--- src/rtl/csc_rgb2ycbcr_pipe.sv ---
// RGB -> YCbCr converter: 3-stage valid/ready pipeline with per-beat mode, rounding and clamping.
// Define CSC_FRAME_LOCK_EN to latch `mode` only at frame start (rising vsync on an accepted beat).
module csc_rgb2ycbcr_pipe #(
  parameter int DW = 8
) (
  input  logic            sys_clk,
  input  logic            rst_n,
  input  logic [1:0]      mode,
  input  logic            s_valid,
  output logic            s_ready,
  input  logic [3*DW-1:0] s_data,
  input  logic [2:0]      s_user,
  output logic            m_valid,
  input  logic            m_ready,
  output logic [3*DW-1:0] m_data,
  output logic [2:0]      m_user
);

  localparam int COEF_W = 9;
  localparam int PW     = DW + 9;
  localparam int SW     = DW + 11;
  localparam logic signed [SW-1:0] RND  = SW'(128);
  localparam logic signed [SW-1:0] MAXV = SW'((1 << DW) - 1);

  localparam logic signed [COEF_W-1:0] C601 [9] = '{
    9'sd77, 9'sd150, 9'sd29, -9'sd43, -9'sd85, 9'sd128, 9'sd128, -9'sd107, -9'sd21};
  localparam logic signed [COEF_W-1:0] C709 [9] = '{
    9'sd54, 9'sd183, 9'sd19, -9'sd29, -9'sd99, 9'sd128, 9'sd128, -9'sd116, -9'sd12};
  localparam logic signed [COEF_W-1:0] C601L [9] = '{
    9'sd66, 9'sd129, 9'sd25, -9'sd38, -9'sd74, 9'sd112, 9'sd112, -9'sd94, -9'sd18};

  function automatic logic signed [COEF_W-1:0] coef(input logic [1:0] md, input int idx);
    logic signed [COEF_W-1:0] c;
    case (md)
      2'd1:    c = C709[idx];
      2'd2:    c = C601L[idx];
      default: c = C601[idx];
    endcase
    return c;
  endfunction

  function automatic logic signed [PW-1:0] mul(input logic signed [DW:0] a,
                                               input logic signed [COEF_W-1:0] c);
    logic signed [PW-1:0] aa;
    logic signed [PW-1:0] cc;
    aa = PW'(a);
    cc = PW'(c);
    return aa * cc;
  endfunction

  function automatic logic signed [SW-1:0] offset(input logic [1:0] md, input int k);
    logic signed [SW-1:0] o;
    o = '0;
    if (k != 0)
      o = SW'(128) << DW;
    else if (md == 2'd2)
      o = SW'(16) << DW;
    return o;
  endfunction

  function automatic logic [DW-1:0] clamp(input logic signed [SW-1:0] s);
    logic signed [SW-1:0] sh;
    logic [DW-1:0] r;
    sh = s >>> 8;
    if (sh < 0)
      r = '0;
    else if (sh > MAXV)
      r = '1;
    else
      r = sh[DW-1:0];
    return r;
  endfunction

  logic                    en;
  logic                    take;
  logic [1:0]              mode_act;
  logic [1:0]              beat_mode;
  logic signed [DW:0]      comp [3];

  logic                    vld_p0, vld_p1;
  logic signed [PW-1:0]    prod_p0 [9];
  logic [1:0]              mode_p0, mode_p1;
  logic [3*DW-1:0]         raw_p0, raw_p1;
  logic [2:0]              user_p0, user_p1;
  logic signed [SW-1:0]    sum_p1 [3];

  assign en      = !m_valid || m_ready;
  assign s_ready = en;

`ifdef CSC_FRAME_LOCK_EN
  logic vs_prev;
  assign take = s_user[2] && !vs_prev;
  always_ff @(posedge sys_clk) begin
    if (!rst_n)
      vs_prev <= 1'b0;
    else if (s_valid && en)
      vs_prev <= s_user[2];
  end
`else
  assign take = 1'b1;
`endif

  assign beat_mode = take ? mode : mode_act;

  always_ff @(posedge sys_clk) begin
    if (!rst_n)
      mode_act <= 2'd0;
    else if (s_valid && en && take)
      mode_act <= mode;
  end

  always_comb begin
    for (int k = 0; k < 3; k++)
      comp[k] = {1'b0, s_data[(2-k)*DW +: DW]};
  end

  always_ff @(posedge sys_clk) begin
    if (!rst_n) begin
      vld_p0 <= 1'b0;
      vld_p1 <= 1'b0;
    end else if (en) begin
      vld_p0 <= s_valid;
      vld_p1 <= vld_p0;
    end
  end

  // S1: nine coefficient products, beat mode and sideband captured together
  always_ff @(posedge sys_clk) begin
    if (en) begin
      for (int i = 0; i < 9; i++)
        prod_p0[i] <= mul(comp[i % 3], coef(beat_mode, i));
      mode_p0 <= beat_mode;
      raw_p0  <= s_data;
      user_p0 <= s_user;
    end
  end

  // S2: per-channel sum with offset and rounding constant
  always_ff @(posedge sys_clk) begin
    if (en) begin
      for (int k = 0; k < 3; k++)
        sum_p1[k] <= SW'(prod_p0[3*k]) + SW'(prod_p0[3*k+1]) + SW'(prod_p0[3*k+2])
                     + offset(mode_p0, k) + RND;
      mode_p1 <= mode_p0;
      raw_p1  <= raw_p0;
      user_p1 <= user_p0;
    end
  end

  // S3: shift, clamp, bypass/blanking select into the output register
  always_ff @(posedge sys_clk) begin
    if (!rst_n) begin
      m_valid <= 1'b0;
      m_data  <= '0;
      m_user  <= '0;
    end else if (en) begin
      m_valid <= vld_p1;
      m_user  <= user_p1;
      if (!user_p1[0])
        m_data <= '0;
      else if (mode_p1 == 2'd3)
        m_data <= raw_p1;
      else
        m_data <= {clamp(sum_p1[0]), clamp(sum_p1[1]), clamp(sum_p1[2])};
    end
  end

endmodule

--- config.mk ---
export PLATFORM = sky130hd
export DESIGN_NAME = csc_rgb2ycbcr_pipe
export DESIGN_NICKNAME = d
export VERILOG_FILES = /design/src/rtl/csc_rgb2ycbcr_pipe.sv
export SDC_FILE = /design/constraint.sdc
export NUM_CORES = 1
export LEC_CHECK = 0
export BUFFER_PORTS_ARGS = -buffer_cell sky130_fd_sc_hd__buf_2
export CORE_MARGIN = 1
export CORE_UTILIZATION = 39
export CTS_BUF_LIST = sky130_fd_sc_hd__clkbuf_8 sky130_fd_sc_hd__clkbuf_16
export CTS_CLUSTER_DIAMETER = 60
export DETAILED_ROUTE_END_ITERATION = 10
export PLACE_DENSITY = 0.54
export SLEW_MARGIN = 20
export SYNTH_ARGS = -nofsm -noshare
export SYNTH_HDL_FRONTEND = slang
export SYNTH_SLANG_ARGS = --single-unit
--- constraint.sdc ---
create_clock -name sys_clk -period 8.9 [get_ports sys_clk]
set_input_delay 0.89 -clock sys_clk [delete_from_list [all_inputs] [get_ports sys_clk]]
set_output_delay 0.89 -clock sys_clk [all_outputs]
set_load 0.01 [all_outputs]
* After elaboration in Yosys (flattened, before gate mapping)
Memories as Yosys holds them, arrays and structs flattened.
Cells that the tools add are included.
** Word-level totals
- RAM bits :: 210
- Register bits :: 88
- Memories kept :: 2
** Operators by class
- Reductions and logical operators :: 2
- $mul :: 9
- Eq/ne operators :: 4
- Muxes and demuxes :: 29
- $add $sub $neg :: 12
- Order comparisons :: 6
** Memories
- prod_p0 :: depth 9, bits a word 17, read ports 9, clocked after memory_dff 0, write ports 9, RTL line 81 : logic signed [PW-1:0] prod_p0 [9];
- sum_p1 :: depth 3, bits a word 19, read ports 3, clocked after memory_dff 0, write ports 3, RTL line 85 : logic signed [SW-1:0] sum_p1 [3];
** Operator list (count)
- $mul 9x9->17 :: 9
- $mux 9 :: 8
- $add 18x17->19 :: 3
- $add 19x19->19 :: 3
- $add 19x9->19 const B :: 3
- $mux 8 :: 7
- $add 17x17->18 :: 3
- $mux 24 :: 2
- $pmux 6 s2 :: 4
- $mux 19 :: 2
- $gt 11x9->1 const B :: 3
- $lt 11x1->1 const B :: 3
- $pmux 7 s2 :: 1
- $mux 13 :: 1
- $pmux 5 s2 :: 1
- $pmux 4 s2 :: 1
- $eq 2x2->1 const B :: 3
- $eq 2x1->1 const B :: 1
- $mux 1 :: 2
- $logic_not 1->1 :: 1
- $logic_or 1x1->1 :: 1

* Logic depth before layout (Yosys ltp)
An unclocked memory read counts as a cell.
- Depth in word-level cells :: 6
- Gate-level depth with buffers :: 23
- Depth with buffers taken out :: 21

* Worst setup path after synthesis
OpenSTA, ideal clock, no wires.
- Path kind :: input to register
- Start :: input port m_ready
- End :: register m_data[11]
- Cell stages on the path :: 7
- Required time :: 8.835 ns
- Setup time :: 0.065 ns
- Path slack :: 2.125 ns
- Arrival :: 6.710 ns
- Cell sequence :: nor2b_1 > inv_1 > and2_1 > clkbuf_1 > clkbuf_1 > a22oi_1 > nor2b_1
** Between the ends
- Cells in the longest elaborated chain, start to end :: 1
** Ends and longest elaborated chain
- from (decl) :: RTL line 14 : input logic m_ready,
- $logic_or 1x1->1 :: RTL line 87 : assign en = !m_valid || m_ready;
- net s_ready :: RTL line 10 : output logic s_ready,
- to (signal assigned) :: RTL line 162 : m_data <= raw_p1;
- to (signal assigned) :: RTL line 164 : m_data <= {clamp(sum_p1[0]), clamp(sum_p1[1]), clamp(sum_p1[2])};
- to (decl) :: RTL line 15 : output logic [3*DW-1:0] m_data,
The timed path passes the listed nets, and every way through them passes these cells.
A chain may end at the register's enable or synchronous reset.

==> metrics.csv <==
metric,value,unit
synthXorXnorAreaFrac,0.0378,
nNetsFinal,3221,
crit_required,9.28,ns
pin_count,62,
yosysTopAreaCell,edfxtp_1,
slew_viol_final,0,
drive_above_1_share,0.0606,
cts_tree,done,
ys_ff_latch,261,
powerDensity,381,mW/mm^2
rrSetupSlack,5.16,ns
setup_tns,0,ns
gp_congestion,0.887,
antenna_left,0,
io_buffer_count,61,
hold_depth,0,
reg2reg_to,sum_p1[0][18],
finalHoldViolCount,0,
area_growth,10.2,%
worst-path-stages,21,
hpwl,50500,um
synth_top_family_by_area,adder cells,
cts-htree-levels,2,
synth-compound-area-share,0.0728,
post_cts_resized,0,
clockBufferDepth,3,
die-width,260,um
antenna_found_initial,4,
fin_crit_sh,0.743,
fill_cells,6260,
clk_pin_slew,0.06,ns
cts_root_buf,clkbuf_16,
synth_warnings,0,
synthMuxAreaShare,0.000385,
finalSetupViolations,0,
cp-end-kind,flop,
syn_area,0.0260,mm^2
diodes,0,
arrival,6.99,ns
drt-vias-per-instance,4.92,
synth_seq_area_share,0.290,
postCtsSetupBuffers,0,
hold_start,raw_p0[6],
r2r-start,mode_p0[1],
core_region_area,0.0659,mm^2
synth_ff_type,edfxtp_1,
postRouteWirelength,61500,um
synth-simple-area-share,0.0744,
peakVddDrop,0.000283,V
cp_cell_sequence,buf_2 > inv_1 > ha_1 > buf_4 > nand2_1 > fa_1 > inv_1 > fa_1 > inv_1 > fa_1 > inv_1 > fa_1 > ha_1 > ha_1 > a21o_1 > a21oi_1 > nor2b_1 > o21a_1 > o41ai_2 > or4b_1 > o211ai_1,
tightest_slew,1.09,ns
cts_hold_buf,0,
finClkSkew,0.0214,ns
setup_slack,2.29,ns
post-place-ws,1.76,ns
min_to,raw_p1[6],
slowest_stage,ha_1,
grt-ovfl-total,0,
status,"finished, final reports clean",
synthAdderAreaFrac,0.449,
p_leak,14.4,nW
start_util,0.394,
rows,94,
cts.sinks,261,
clkLatencyLatePin,0.56,ns
path_class,input pin to flop,
synth_area_per_cell,11.1,um^2
period_needed,6.61,ns
worst-path-buf-inv,6,
synth_area_leaders,"edfxtp_1 (27%), ha_1 (23%), fa_1 (22%)",
grt_first_pass_wirelength,95800,um
worstPathMaxFanout,31,
start_kind,input pin,
synth.top_cell.area_share,0.267,
max_stage_delay,0.81,ns
dr.pass1.iters,5,
vias,16300,
numCtsBuffers,39,
grt_pass1_vias,17000,
post-route-util,0.435,
fmax,0.151,GHz
maxCapViolations,0,
grtUsageTotal,0.187,
synthCells,2344,
drtIter0Drc,766,
reg2regPathDepth,11,
die-area,0.0676,mm^2
rsz0062_at_grt,false,
synth_edf_count,231,
synthArstFlopShare,0,
relSlewSlack,0.272,
fp.dieH,260,um
wl_per_cell,18.5,um
hold_path_class,flop to flop,
drc,0,
yosysUniqueCellTypes,55,
grt_max_degree,99,
crit_family,adder cells,
-- per-layer routing --
layer | wire length (um) | global-route usage | share of wire | up-vias
met4 | 1240 | 0.0447 | 0.020 | 0
met2 | 27200 | 0.289 | 0.44 | 269
li1 | - | - | - | 7897
met1 | 30400 | 0.271 | 0.49 | 8114
met3 | 2620 | 0.0313 | 0.043 | 67
met5 | 0 | 0 | 0 | -
-- worst max path at each step --
| stage | from | slack, ns | end |
|---|---|---|---|
| after detailed placement | mode[0] | 1.76 | prod_p0[0][151] |
| after CTS | mode[0] | 2.31 | prod_p0[0][151] |
| after global placement | mode[0] | 1.92 | prod_p0[0][151] |
| after global routing | mode[0] | 1.98 | prod_p0[0][151] |
| after floorplan | m_ready | 2.12 | m_data[11] |
| final | mode[0] | 2.29 | prod_p0[0][151] |
-- power by group --
group / leakage [nW] / switching (W) / total [W] / internal [W]
combinational: 11.1 / 0.00397 / 0.00693 / 0.00296
sequential: 2.70 / 0.000275 / 0.00243 / 0.00216
clock: 0.657 / 0.000620 / 0.00154 / 0.000921
total: 14.4 / 0.00486 / 0.0109 / 0.00604
-- worst reg2reg max path, stage by stage, from the launching register on --
cell	delay, ns
edfxtp_1	0.37
nor2b_1	0.16
fa_1	0.55
fa_1	0.52
ha_1	0.37
and2_0	0.15
a221o_1	0.34
a21oi_1	0.13
a21bo_2	0.30
a221o_1	0.39
a21oi_2	0.16
xnor2_1	0.07
-- cells by family after synthesis --
group,after synthesis
mux,1
flops,261
compound gates,284
other cells,2
xor+xnor,112
buf+inv,522
fa+ha+maj,761
simple gates,401
-- cell type report --
class	instances	area (um^2)	area share
multi-input combinational	1576	16500	0.578
sequential	261	7540	0.263
inverter	480	1810	0.0632
tap	864	1080	0.0378
clock buffer	40	1000	0.0350
timing repair buffer	69	365	0.0128
clock inverter	31	287	0.0100
-- sequential cells by signal, indices dropped and copies added (netlist names), 3 cells and up --
register,flops
m_data,24
user_p0,3
user_p1,3
sum_p1,33
prod_p0,140
raw_p1,24
m_user,3
raw_p0,24
-- cell usage after synthesis (all sizes together), types with 2 or more instances --
library cell / number
or3: 4
a221o: 2
nor3: 17
and4: 4
dfxtp: 30
and3: 14
ha: 476
nand2b: 36
nand4: 2
o31ai: 26
fa: 285
a2bb2oi: 3
inv: 480
edfxtp: 231
a21boi: 6
a311oi: 2
nor4: 3
a22oi: 24
or2: 7
o21a: 14
xor2: 30
a211oi: 5
o211ai: 7
a21oi: 96
buf: 5
nor2: 135
a31oi: 3
a31o: 4
xnor2: 82
conb: 2
nand2: 89
or4b: 2
nand3: 10
o41ai: 3
a21o: 30
o21bai: 11
a41o: 2
clkbuf: 37
a2111oi: 9
nor2b: 41
and2: 37
o21ai: 30
-- cells in the final DEF (no fill, tap or decap), drive strengths merged, types with 4 or more instances in the layout --
master / count
edfxtp: 231
dfxtp: 30
a21o: 30
o211ai: 7
a21oi: 96
xnor2: 82
a2111oi: 9
o21ai: 30
a22oi: 24
and2: 37
nor3: 17
a31o: 4
nand2b: 36
buf: 69
inv: 495
or3: 4
and4: 4
conb: 17
clkinv: 13
clkbuf: 40
nand2: 89
o21a: 14
fa: 285
a21boi: 6
nor2b: 41
and3: 14
nor2: 135
xor2: 30
ha: 476
a211oi: 5
o31ai: 26
nand3: 10
o21bai: 11
or2: 7
-- through the flow --
step | cells | cell area (um^2) | total power, W | hold WS (ns)
floorplan | 2359 | 26000 | 0.00733 | 0.400
global placement | 3250 | 27300 | 0.00917 | 0.401
detailed placement | 3250 | 27300 | 0.00928 | 0.405
CTS | 3321 | 28600 | 0.0109 | 0.412
global route | 3321 | 28600 | 0.0119 | 0.427
finish | 3321 | 28600 | 0.0109 | 0.419
(Power assumes the default switching activity.)
